==> src/rtl/pulse_dispatch_pkg.sv <==
// Shared types, default widths and the lane-field helper for pulse_dispatch.
package pulse_dispatch_pkg;

  typedef enum logic [1:0] {
    IDLE      = 2'd0,
    COUNT     = 2'd1,
    WAIT_SYNC = 2'd2,
    WAIT_ACK  = 2'd3
  } state_t;

  localparam int NUM_LANES_DEF = 4;
  localparam int DLY_W_DEF     = 8;
  localparam int TO_W_DEF      = 12;
  localparam int TIMEOUT_DEF   = 1024;

  // LSB of lane 'lane' inside a packed vector of w-bit fields.
  function automatic int unsigned lane_lsb(input int unsigned lane, input int unsigned w);
    return lane * w;
  endfunction

endpackage

==> src/rtl/pulse_dispatch_lane_delay.sv <==
// One lane: loads a delay on 'load', counts down while 'run', fires one registered pulse.
// 'fire' is the combinational fire condition so the parent can leave COUNT on the same edge.
module lane_delay #(
  parameter int DLY_W = 8
) (
  input  logic             clk,
  input  logic             rst_n,
  input  logic             load,
  input  logic             run,
  input  logic [DLY_W-1:0] dly,
  input  logic             en,
  output logic             pulse,
  output logic             fired,
  output logic             fire
);

  logic [DLY_W-1:0] cnt_q;
  logic             en_q;
  logic             fired_q;
  logic             pulse_q;

  assign fire = run && en_q && !fired_q && (cnt_q == '0);

  always_ff @(posedge clk or negedge rst_n) begin
    if (!rst_n) begin
      cnt_q   <= '0;
      en_q    <= 1'b0;
      fired_q <= 1'b0;
      pulse_q <= 1'b0;
    end else if (load) begin
      cnt_q   <= dly;
      en_q    <= en;
      fired_q <= 1'b0;
      pulse_q <= 1'b0;
    end else begin
      pulse_q <= fire;
      if (fire) begin
        fired_q <= 1'b1;
      end else if (run && en_q && !fired_q) begin
        cnt_q <= cnt_q - DLY_W'(1);
      end
    end
  end

  assign pulse = pulse_q;
  assign fired = fired_q;

endmodule

==> src/rtl/pulse_dispatch.sv <==
// Fires one delayed pulse per enabled lane on start, then waits for the barrier's done/ack pair.
// Starts arriving while busy (or with an empty mask) are dropped; a watchdog aborts a stalled handshake.
module pulse_dispatch
  import pulse_dispatch_pkg::*;
#(
  parameter int NUM_LANES = NUM_LANES_DEF,
  parameter int DLY_W     = DLY_W_DEF,
  parameter int TO_W      = TO_W_DEF,
  parameter int TIMEOUT   = TIMEOUT_DEF
) (
  input  logic                       clk,
  input  logic                       rst_n,
  input  logic                       start,
  input  logic [NUM_LANES-1:0]       lane_en,
  input  logic [NUM_LANES*DLY_W-1:0] lane_dly,
  output logic [NUM_LANES-1:0]       lane_pulse,
  input  logic                       sync_done,
  input  logic                       sync_ack,
  output logic                       busy,
  output logic                       done,
  output logic                       start_drop,
  output logic                       timeout,
  output logic                       err_spurious
);

  state_t               state_q;
  logic [NUM_LANES-1:0] en_q;
  logic [TO_W-1:0]      wd_q;
  logic                 busy_q;
  logic                 done_q;
  logic                 drop_q;
  logic                 to_q;
  logic                 err_q;

  logic                 accept;
  logic                 run;
  logic                 wd_hit;
  logic [NUM_LANES-1:0] fire;
  logic [NUM_LANES-1:0] fired;
  logic [NUM_LANES-1:0] fired_nxt;

  assign accept    = (state_q == IDLE) && start && (lane_en != '0);
  assign run       = (state_q == COUNT);
  assign fired_nxt = fired | fire;
  assign wd_hit    = (TIMEOUT != 0) && (wd_q == TO_W'(TIMEOUT - 1));

  for (genvar i = 0; i < NUM_LANES; i++) begin : g_lane
    lane_delay #(.DLY_W(DLY_W)) u_lane (
      .clk   (clk),
      .rst_n (rst_n),
      .load  (accept),
      .run   (run),
      .dly   (lane_dly[lane_lsb(i, DLY_W) +: DLY_W]),
      .en    (lane_en[i]),
      .pulse (lane_pulse[i]),
      .fired (fired[i]),
      .fire  (fire[i])
    );
  end

  always_ff @(posedge clk or negedge rst_n) begin
    if (!rst_n) begin
      state_q <= IDLE;
      en_q    <= '0;
      wd_q    <= '0;
      busy_q  <= 1'b0;
      done_q  <= 1'b0;
      drop_q  <= 1'b0;
      to_q    <= 1'b0;
      err_q   <= 1'b0;
    end else begin
      done_q <= 1'b0;
      drop_q <= 1'b0;
      to_q   <= 1'b0;

      if (start && !accept) drop_q <= 1'b1;
      if (sync_done && state_q != WAIT_SYNC) err_q <= 1'b1;
      if (sync_ack && state_q != WAIT_SYNC && state_q != WAIT_ACK) err_q <= 1'b1;

      case (state_q)
        IDLE: begin
          if (accept) begin
            en_q    <= lane_en;
            busy_q  <= 1'b1;
            state_q <= COUNT;
          end
        end
        COUNT: begin
          // Last lane fires on this edge: its pulse and the state change coincide.
          if (fired_nxt == en_q) begin
            wd_q    <= '0;
            state_q <= WAIT_SYNC;
          end
        end
        WAIT_SYNC: begin
          wd_q <= wd_q + TO_W'(1);
          if (sync_done) begin
            state_q <= WAIT_ACK;
          end else if (wd_hit) begin
            to_q    <= 1'b1;
            busy_q  <= 1'b0;
            state_q <= IDLE;
          end
        end
        WAIT_ACK: begin
          wd_q <= wd_q + TO_W'(1);
          if (sync_ack) begin
            done_q  <= 1'b1;
            busy_q  <= 1'b0;
            state_q <= IDLE;
          end else if (wd_hit) begin
            to_q    <= 1'b1;
            busy_q  <= 1'b0;
            state_q <= IDLE;
          end
        end
        default: state_q <= IDLE;
      endcase
    end
  end

  assign busy         = busy_q;
  assign done         = done_q;
  assign start_drop   = drop_q;
  assign timeout      = to_q;
  assign err_spurious = err_q;

endmodule

==> config.mk <==
export PLATFORM = sky130hd
export DESIGN_NAME = pulse_dispatch
export DESIGN_NICKNAME = d
export VERILOG_FILES = /design/src/rtl/pulse_dispatch_pkg.sv /design/src/rtl/pulse_dispatch_lane_delay.sv /design/src/rtl/pulse_dispatch.sv
export SDC_FILE = /design/constraint.sdc
export NUM_CORES = 1
export LEC_CHECK = 0
export BUFFER_PORTS_ARGS = -buffer_cell sky130_fd_sc_hd__buf_2
export CAP_MARGIN = 20
export CORE_ASPECT_RATIO = 0.5
export CORE_UTILIZATION = 45
export CTS_CLUSTER_SIZE = 14
export DETAILED_ROUTE_END_ITERATION = 6
export HOLD_SLACK_MARGIN = 0.15
export PLACE_DENSITY_LB_ADDON = 0.1
export SYNTH_ARGS = -nofsm -noshare
export SYNTH_HDL_FRONTEND = slang
export SYNTH_SLANG_ARGS = --single-unit
==> constraint.sdc <==
create_clock -name clk -period 3.3 [get_ports clk]
set_clock_uncertainty 0.05 [all_clocks]
set_input_delay 0.99 -clock clk [delete_from_list [all_inputs] [get_ports clk]]
set_output_delay 0.99 -clock clk [all_outputs]
set_load 0.005 [all_outputs]
; After elaboration in Yosys (flattened, before gate mapping)
; Index checks and enable logic that the tools add are counted.
[totals]
ff_bits = 67
inputBits = 41
out_inout_bits = 9
word_cells = 139
[classes]
add_sub_neg = 5
eq_ne = 14
muxes = 46
bitwise_logic = 1
n_reduce_logical = 49
[op_table]
columns = op, count
row1 = 8-bit 2-to-1 mux, 12
row2 = 8-bit zero test, 4
row3 = 8-bit by 1-bit subtractor with 8-bit output (second input constant), 4
row4 = 1-bit 2-to-1 mux, 24
row5 = 12-bit one-hot mux with 2 select lines, 1
row6 = 2-bit nonzero test, 10
row7 = 1-bit logical AND, 18
row8 = 2-bit != test (second input constant), 9
row9 = 2-bit AND reduction, 7
row10 = 12-bit by 1-bit adder with 12-bit output (second input constant), 1
row11 = 12-bit by 10-bit equality test with 1-bit output (second input constant), 1
row12 = 12-bit 2-to-1 mux, 1
row13 = 2-bit 2-to-1 mux, 5
row14 = 2-bit one-hot mux with 4 select lines, 1
row15 = 1-bit zero test, 5
row16 = 2-bit equality test (second input constant), 2
row17 = 4-bit equality test, 1
row18 = 4-bit OR, 1
row19 = 4-bit nonzero test, 1
row20 = 1-bit one-hot mux with 3 select lines, 1
row21 = 3-bit AND reduction, 1
row22 = 3-bit nonzero test, 1
row23 = 2-bit by 1-bit equality test with 1-bit output (second input constant), 1
row24 = 2-bit zero test, 1
row25 = other kinds (2), 2

; Longest topological paths before layout
; Gate-level depths: netlist of run 1.
[depth]
ltp_word = 8
mapped_depth = 10
ltp_nobuf = 8

; Hierarchy
; A second synthesis of run 1 with hierarchy kept.
[hier_totals]
cells_unflattened = 444
hier_area_um2 = 4217.8
[modules_own_cells]
columns = module, instances, cells_per_inst, area_each_um2, seq_area_each_um2
row1 = lane_delay, 4, 76, 718.2, 275.3
row2 = pulse_dispatch, 1, 140, 1345.0, 575.6

; Worst setup path before layout of run 1
; No wires, ideal clock.
[synth_timing]
kind = register to register
startpoint = register g_lane[2].u_lane.cnt_q[0]
endpoint = register wd_q[8]
setup_time_ns = 0.126
t_arrival_ns = 2.292
required_ns = 3.124
path_slack_ns = 0.832
path_stages_with_launch = 10
n_path_buf = 1
period_less_slack_ns = 2.468
cell_sequence = dfrtp_1 > inv_1 > ha_1 > or3b_2 > or2_1 > o311ai_2 > nor4_2 > and2_4 > buf_6 > a221o_1
[synth_between]
elab_chain_cells = 6
[synth_rtl]
columns = item, line_no
row1 = "start, declared", pulse_dispatch_lane_delay.sv:17  ; logic [DLY_W-1:0] cnt_q;
row2 = "start signal, assigned", pulse_dispatch_lane_delay.sv:31  ; cnt_q <= dly;
row3 = "start signal, assigned", pulse_dispatch_lane_delay.sv:40  ; cnt_q <= cnt_q - DLY_W'(1);
row4 = 8-bit zero test, pulse_dispatch_lane_delay.sv:22  ; assign fire = run && en_q && !fired_q && (cnt_q == '0);
row5 = 1-bit logical AND, pulse_dispatch_lane_delay.sv:22
row6 = 4-bit OR, pulse_dispatch.sv:44  ; assign fired_nxt = fired | fire;
row7 = 4-bit equality test, pulse_dispatch.sv:90  ; if (fired_nxt == en_q) begin
row8 = 2-bit != test (no line), --
row9 = 2-bit AND reduction (no line), --
row10 = "end signal, assigned", pulse_dispatch.sv:96  ; wd_q <= wd_q + TO_W'(1);
row11 = "end signal, assigned", pulse_dispatch.sv:106  ; wd_q <= wd_q + TO_W'(1);
row12 = "end, declared", pulse_dispatch.sv:28  ; logic [TO_W-1:0] wd_q;
; No other way between the ends.
; A chain may end at the register's enable or synchronous reset.

; Worst setup path in the final report of run 1
[layout_timing]
startpoint = register state_q[1]
endpoint = register wd_q[10]
[layout_between]
elab_chain_cells = 8
elab_cells_between_ends = 22
classes_between = 5 x eq/ne / 1 x mux / 1 x bitwise / 15 x reduce/logical
[layout_rtl]
columns = item, line_no
row1 = "start, declared", pulse_dispatch.sv:26  ; state_t state_q;
row2 = "start signal, assigned", pulse_dispatch.sv:63  ; state_q <= IDLE;
row3 = "start signal, assigned", pulse_dispatch.sv:85  ; state_q <= COUNT;
row4 = "start signal, assigned", pulse_dispatch.sv:92  ; state_q <= WAIT_SYNC;
row5 = 2-bit by 1-bit equality test with 1-bit output, "pulse_dispatch.sv:43, pulse_dispatch.sv:80"
row6 = 1-bit logical AND (3 in a row), pulse_dispatch_lane_delay.sv:22
row7 = 4-bit OR, pulse_dispatch.sv:44
row8 = 4-bit equality test, pulse_dispatch.sv:90
row9 = 2-bit != test (no line), --
row10 = 2-bit AND reduction (no line), --
; Several ways; a longest one is shown, not always the timed one.

==> results of run 1 <==
routing by layer:
layer / global-route usage (%) / up-vias
met4: 8.72 / 0
met1: 27.0 / 1421
li1: - / 1584
met3: 5.63 / 8
met2: 29.9 / 45
met5: 0 / -
worst max-delay path, cell delays in order (launching register included):
cell and delay (ps):
dfrtp_1 420, inv_1 100, ha_1 320, nand2_1 200
a221oi_1 280, o31ai_1 150, o41ai_1 370, buf_4 230
a21bo_2 230, a221o_1 280
cell families (layout without fill, tap and decap cells):
| logic type | after synthesis | count (layout) |
|---|---|---|
| DFF | 67 | 67 |
| xor gates and xnor gates | 29 | 29 |
| muxes | 1 | 1 |
| buffers and inverters | 36 | 89 |
| AOI/OAI and AO/OA | 87 | 87 |
| adders and majority gates | 13 | 13 |
| and+or+nand+nor | 198 | 198 |
stage by stage:
step	total power [W]	setup WS, ps	area (um2)
finish	0.00389	559	4460
floorplan	0.00253	832	3790
detailed placement	0.00293	564	4160
CTS	0.00394	541	4460
global placement	0.00291	608	4160
global route	0.00423	292	4460
registers in the layout, summed over array words and instances, names as in the netlist:
| register | flops |
|---|---|
| busy | 1 |
| done | 1 |
| en_q | 4 |
| err_spurious | 1 |
| g_lane.u_lane.cnt_q | 32 |
| g_lane.u_lane.en_q | 4 |
| g_lane.u_lane.fired | 4 |
| g_lane.u_lane.pulse | 4 |
| start_drop | 1 |
| state_q | 2 |
| timeout | 1 |
| wd_q | 12 |
path summary, 6_finish.rpt:
kind	slack (ps)	cells past startpoint	end	startpoint
min in group asynchronous	490	1	err_spurious$_DFFE_PN0P_	rst_n
hold / removal	410	1	g_lane[1].u_lane.pulse$_DFF_PN0_	g_lane[1].u_lane.fired$_DFFE_PN0P_
setup / recovery	560	9	wd_q[10]$_DFFE_PN0P_	state_q[1]$_DFFE_PN0P_
hold reg to reg	410	1	g_lane[1].u_lane.pulse$_DFF_PN0_	g_lane[1].u_lane.fired$_DFFE_PN0P_
setup reg to reg	560	9	wd_q[10]$_DFFE_PN0P_	state_q[1]$_DFFE_PN0P_
max in group asynchronous	2110	2	g_lane[1].u_lane.cnt_q[7]$_DFFE_PN0P_	rst_n
placed cells by master (no fill, tap or decap), drive strengths merged, types with 5 or more instances in the layout:
cell type,instances
xor2,14
buf,57
a211o,5
or3,6
a21oi,14
o21ai,33
nand3,17
nor4,6
xnor2,15
nand2,85
a21boi,6
ha,13
nor2,39
inv,17
nor3,14
a221o,6
clkbuf,11
dfrtp,67
power groups by stage:
stage                     Clock (W)  Sequential, W  Combinational [W]
after global routing        0.00104        0.00145            0.00174
after CTS                   0.00100        0.00140            0.00153
after detailed placement          0        0.00141            0.00152
after floorplan                   0        0.00136            0.00117
final                      0.000968        0.00140            0.00152
after global placement            0        0.00141            0.00150
area by class of cell:
type	instances	area (um2)	area share (%)
flip-flops and latches	67	1680	37.6
repair buffers	57	330	7.40
clock buffers	11	243	5.44
inverters	16	60.1	1.35
multi-input cells	328	1950	43.7
clock inverters	5	61.3	1.37
well taps	112	140	3.14
==> run metrics, run 1 <==
status=finished clean; GR Overflow Total=0; Slew HR=57.6%; Post-Synth Adder-Cell Area=under 10%; DP HPWL=between 5000 and 6000 um; Compound-Gate Fraction of Synth Area=15.4%; syn_nets=just under 500; switching power=roughly 0.0015 W; main flop type after synthesis=dfrtp_1; Max Freq=365 MHz; xor/xnor cell area share of the yosys netlist=around 6.7%; drt drc=0; total core area=~0.0081 mm2; count leader, synth=nand2_1; Setup crit end kind=flop; initial antenna violation count=0; Netlist cell types=60; FFs w/ async S/R, synth=100%; setup total negative slack=0 ps; CTS tree=yes; Mapped Cells=431; die width=132 um; # port buffers=about 50; top layer in use=met4; vias in the first global route=~2900; Final min period=about 2700 ps; sequential element share of the synthesized area=44.2%; worst slew pin tran=628 ps; Synth Warn #=0; type of origin of the critical path=flop; Int Power=0.00239 W; unrepaired setup endpoints after global routing=no; I/O pin count=50; CTS resizes=0; largest net degree at the start of global routing=slightly below 60; Routed WL=between 7000 and 8000 um; clk root buf=clkbuf_16; largest family of logic cells by synthesized area=simple AND/OR/NAND/NOR gates; ANT cells=0; P per Cell Area=slightly below 900 mW/mm2; clock slew at reported path FFs=60 ps; via count=3058; post-synth top area share=~44%; WL met2=3370 um; die area=around 0.0088 mm2; DR iter-0 viols=between 150 and 200; Starting Density=a little under half; Clk Latency, worst-skew pair=330 ps; final setup fails=0; Max clock buf depth=2; Final Cycle Share=83.1%; WL/cell=~13 um; routability cong.=~0.74; share of cells above drive strength 1=a little under a fifth; fillers=~780; Die Ht=66.9 um; hold slack=412 ps; # hold bufs at CTS=0; top cells by count, synth=nand2_1 (85), dfrtp_1 (67), nor2_1 (39); Worst VDD drop=approximately 0.43 mV; top post-synthesis cells by area=dfrtp_1 (44%), nand2_1 (8.4%), ha_1 (4.3%), o21ai_0 (4.1%), nor2_1 (3.9%); MaxCap Viol Count=0; Synth Area in Simple Gates=between 20% and 30%; Layout Cells excl Fill=between 500 and 600; synthesis-stage register bit count=67; Inserted Clock Buffers=9; Post-Route Utilization=~55%; LEAKAGE=about 2.0 nW; Antenna Nets Post-Route=0; Worst Path Arrival=slightly below 3000 ps; Sink Count=between 60 and 70; htree depth=3; Switching Fraction=about two fifths; first-pass GRT wire length=about 14000 um; Mapped Area=~0.0038 mm2; critical path type=reg -> reg; CP max FO=11; EDFF count, synth=0; Vias/cell=slightly above 5; Crit path required time=around 3500 ps; Syn-to-layout area delta=17.8%; leading area contributor after synthesis=dfrtp_1; Post-CTS Setup Bufs=0; Routed met1 length=4130 um; combinational power share=a little under 40%; fin nets=533; syn_area_per_cell=8.79 um2; Post-Place Cells=580; Flop pwr share=36.1%; DR pass1 iterations=4; Min-Delay Path Class=reg -> reg; GRT Util Overall=20.0%; mux contribution to synthesized area=less than 1%; Row Count=23; Clk network pwr share=about 25%; final hold vios=0; max-slew violations=0; DR WL met3=between 200 and 300 um
No activity file was read; power rests on OpenSTA's default activity.
==> run 2: changes to the inputs <==
Clock period 3.3 ns to 2.7 ns, I/O delays scaled along.
==> run 2 against run 1 <==
Clock power increased by 22%. Critical path depth shrank 2. Core utilization increased by 1.7 points. Worst hold slack worse by 100 ps. First-iteration DRC count rose by 12%. Total power rose by 26%. Routed wire length grew 1.7%. Cell count rose by 2.0%. Count of clock-buffer cells in the layout unchanged. Cell area is 3.2% higher. Via count is 0.78% higher. Global-route usage down 0.41 points.
==> run metrics, run 2 (synthesis results as in run 1) <==
routability cong.=0.751 (+1.5%); R2R cell count=7 (-2); biggest regs=g_lane.u_lane.cnt_q x32, wd_q x12; clock slew at reported path FFs=50 ps (about the same); fin nets=545 (+2.3%); max-slew violations=0 (unchanged); Power Total=0.00491 W (+26%); WL/cell=13.1 um (-0.34%); ANT cells=0 (unchanged); CP Capture Point=wd_q[10]$_DFFE_PN0P_; Die Ht=66.9 um (unchanged); MaxCap Viol Count=0 (unchanged); Crit path required time=2860 ps (-610 ps); Worst VDD drop=0.438 mV (+3.0%); Critical Path Source=g_lane[1].u_lane.cnt_q[4]$_DFFE_PN0P_; clk root buf=clkbuf_16; Starting Density=46.9% (unchanged); CTS tree=yes; critical path type=reg -> reg; setup total negative slack=0 ps (unchanged); Most flops, register=g_lane.u_lane.cnt_q; share of cells above drive strength 1=22.6% (+4.0 points); max FFs per register=32 (unchanged); worst flop-to-flop path endpoint=wd_q[10]$_DFFE_PN0P_; GRT Util Overall=19.6% (-0.41 points); total core area=0.00809 mm2 (unchanged); first-pass GRT wire length=13400 um (-1.3%); Sink Count=67 (unchanged); I/O pin count=50 (unchanged); final hold vios=0 (unchanged); GR Overflow Total=0 (unchanged); status=finished clean; Row Count=23 (unchanged); Routed WL=7980 um (+1.7%); die area=0.00882 mm2 (unchanged); vias in the first global route=2805 (-2.3%); Setup crit end kind=flop; Inserted Clock Buffers=9 (unchanged); DR pass1 iterations=5 (+1); largest net degree at the start of global routing=58 (unchanged); Slew HR=59.6% (+2.0 points); Worst Path Arrival=2750 ps (-160 ps); flop-to-flop setup slack=110 ps (-450 ps); DR iter-0 viols=200 (+12%); Final min period=2590 ps (-148 ps); CP max FO=8 (-3); Final Cycle Share=96.0% (+13 points); P per Cell Area=1070 mW/mm2 (+22%); # port buffers=49 (unchanged); Max clock buf depth=2 (unchanged); htree depth=3 (unchanged); Max Freq=386 MHz (+5.7%); Min-Delay Path Class=in -> async; via count=3082 (+0.78%); Vias/cell=5.07 (-1.2%); initial antenna violation count=0 (unchanged); fillers=734 (-5.5%); drt drc=0 (unchanged); Antenna Nets Post-Route=0 (unchanged); Clk Latency, worst-skew pair=330 ps (about the same); Syn-to-layout area delta=21.5%; most common cell after layout, fill and taps aside=nand2_1; R2R Path Start=g_lane[1].u_lane.cnt_q[4]$_DFFE_PN0P_; # hold bufs at CTS=0 (unchanged); LEAKAGE=2.10 nW (+3.4%); commonest non-fill, non-tap cells in the layout=nand2_1 (85), dfrtp_1 (67), buf_2 (49), nor2_1 (38), o21ai_0 (31); die width=132 um (unchanged); type of origin of the critical path=flop; worst slew pin tran=604 ps (-23.8 ps); final setup fails=0 (unchanged); DP HPWL=5430 um (+1.4%)
## run 2: where the power goes
group          internal, W  switching, W  leakage [nW]
Sequential         0.00138      0.000334         0.845
Combinational     0.000908       0.00111          1.11
Clock             0.000743      0.000437         0.138
## run 2: metrics by stage
| stage | hold WS, ps | instance area (um2) | std cells | worst slack [ps] | utilization [%] |
|---|---|---|---|---|---|
| floorplan | 382 | 3790 | 431 | 232 | - |
| global placement | 415 | 4230 | 590 | 11.9 | 52.4 |
| detailed placement | 408 | 4230 | 590 | 11.8 | 52.4 |
| CTS | 308 | 4550 | 608 | 2.20 | 56.3 |
| global route | 318 | 4600 | 608 | -45.8 | 56.9 |
| finish | 312 | 4600 | 608 | 107 | 56.9 |
## run 2: how the worst min path moves through the flow
stage                                  startpoint  cells past startpoint  slack (ps)                                 to
6_report                                    rst_n                      1         310                wd_q[6]$_DFFE_PN0P_
4_1_cts                                     rst_n                      1         310                wd_q[5]$_DFFE_PN0P_
3_5_place_dp   g_lane[1].u_lane.fired$_DFFE_PN0P_                      1         410   g_lane[1].u_lane.pulse$_DFF_PN0_
5_1_grt                                     rst_n                      1         320                  timeout$_DFF_PN0_
2_1_floorplan  g_lane[1].u_lane.fired$_DFFE_PN0P_                      1         380   g_lane[1].u_lane.pulse$_DFF_PN0_
3_3_place_gp    g_lane[3].u_lane.en_q$_DFFE_PN0P_                      2         420  g_lane[3].u_lane.en_q$_DFFE_PN0P_
## run 2: layout make-up
class                      instances  area (um2)  share of cell area (%)
multi-input combinational        328        2000                    43.5
sequential                        67        1680                    36.4
clock inverter                     5        61.3                    1.33
timing repair buffer              69         420                    9.13
tap                              112         140                    3.04
clock buffer                      11         243                    5.27
inverter                          16        60.1                    1.30
## run 2: repair_timing
action | 4_1_cts | 5_1_grt
pin swaps | 1 | 1
buffers inserted | 2 | 0
endpoints found under the setup margin | 1 | 11
gates resized for setup | 0 | 13
## run 2: critical path, cell delays in order, from the launching register on
cell and delay, ps:
dfrtp_1 400, nor4_1 430, a41oi_1 260, xnor2_1 240
o41ai_2 380, buf_4 210, a21bo_2 220, a221o_1 280
## run 2: per-layer routing
| layer | track usage [%] | part of all wire, % | vias to the layer above | wire length, um |
|---|---|---|---|---|
| met4 | 5.67 | 0.26 | 0 | 21 |
| li1 | - | - | 1611 | - |
| met5 | 0 | 0 | - | 0 |
| met3 | 5.40 | 3.8 | 2 | 301 |
| met2 | 29.9 | 44 | 40 | 3550 |
| met1 | 27.0 | 51 | 1429 | 4110 |
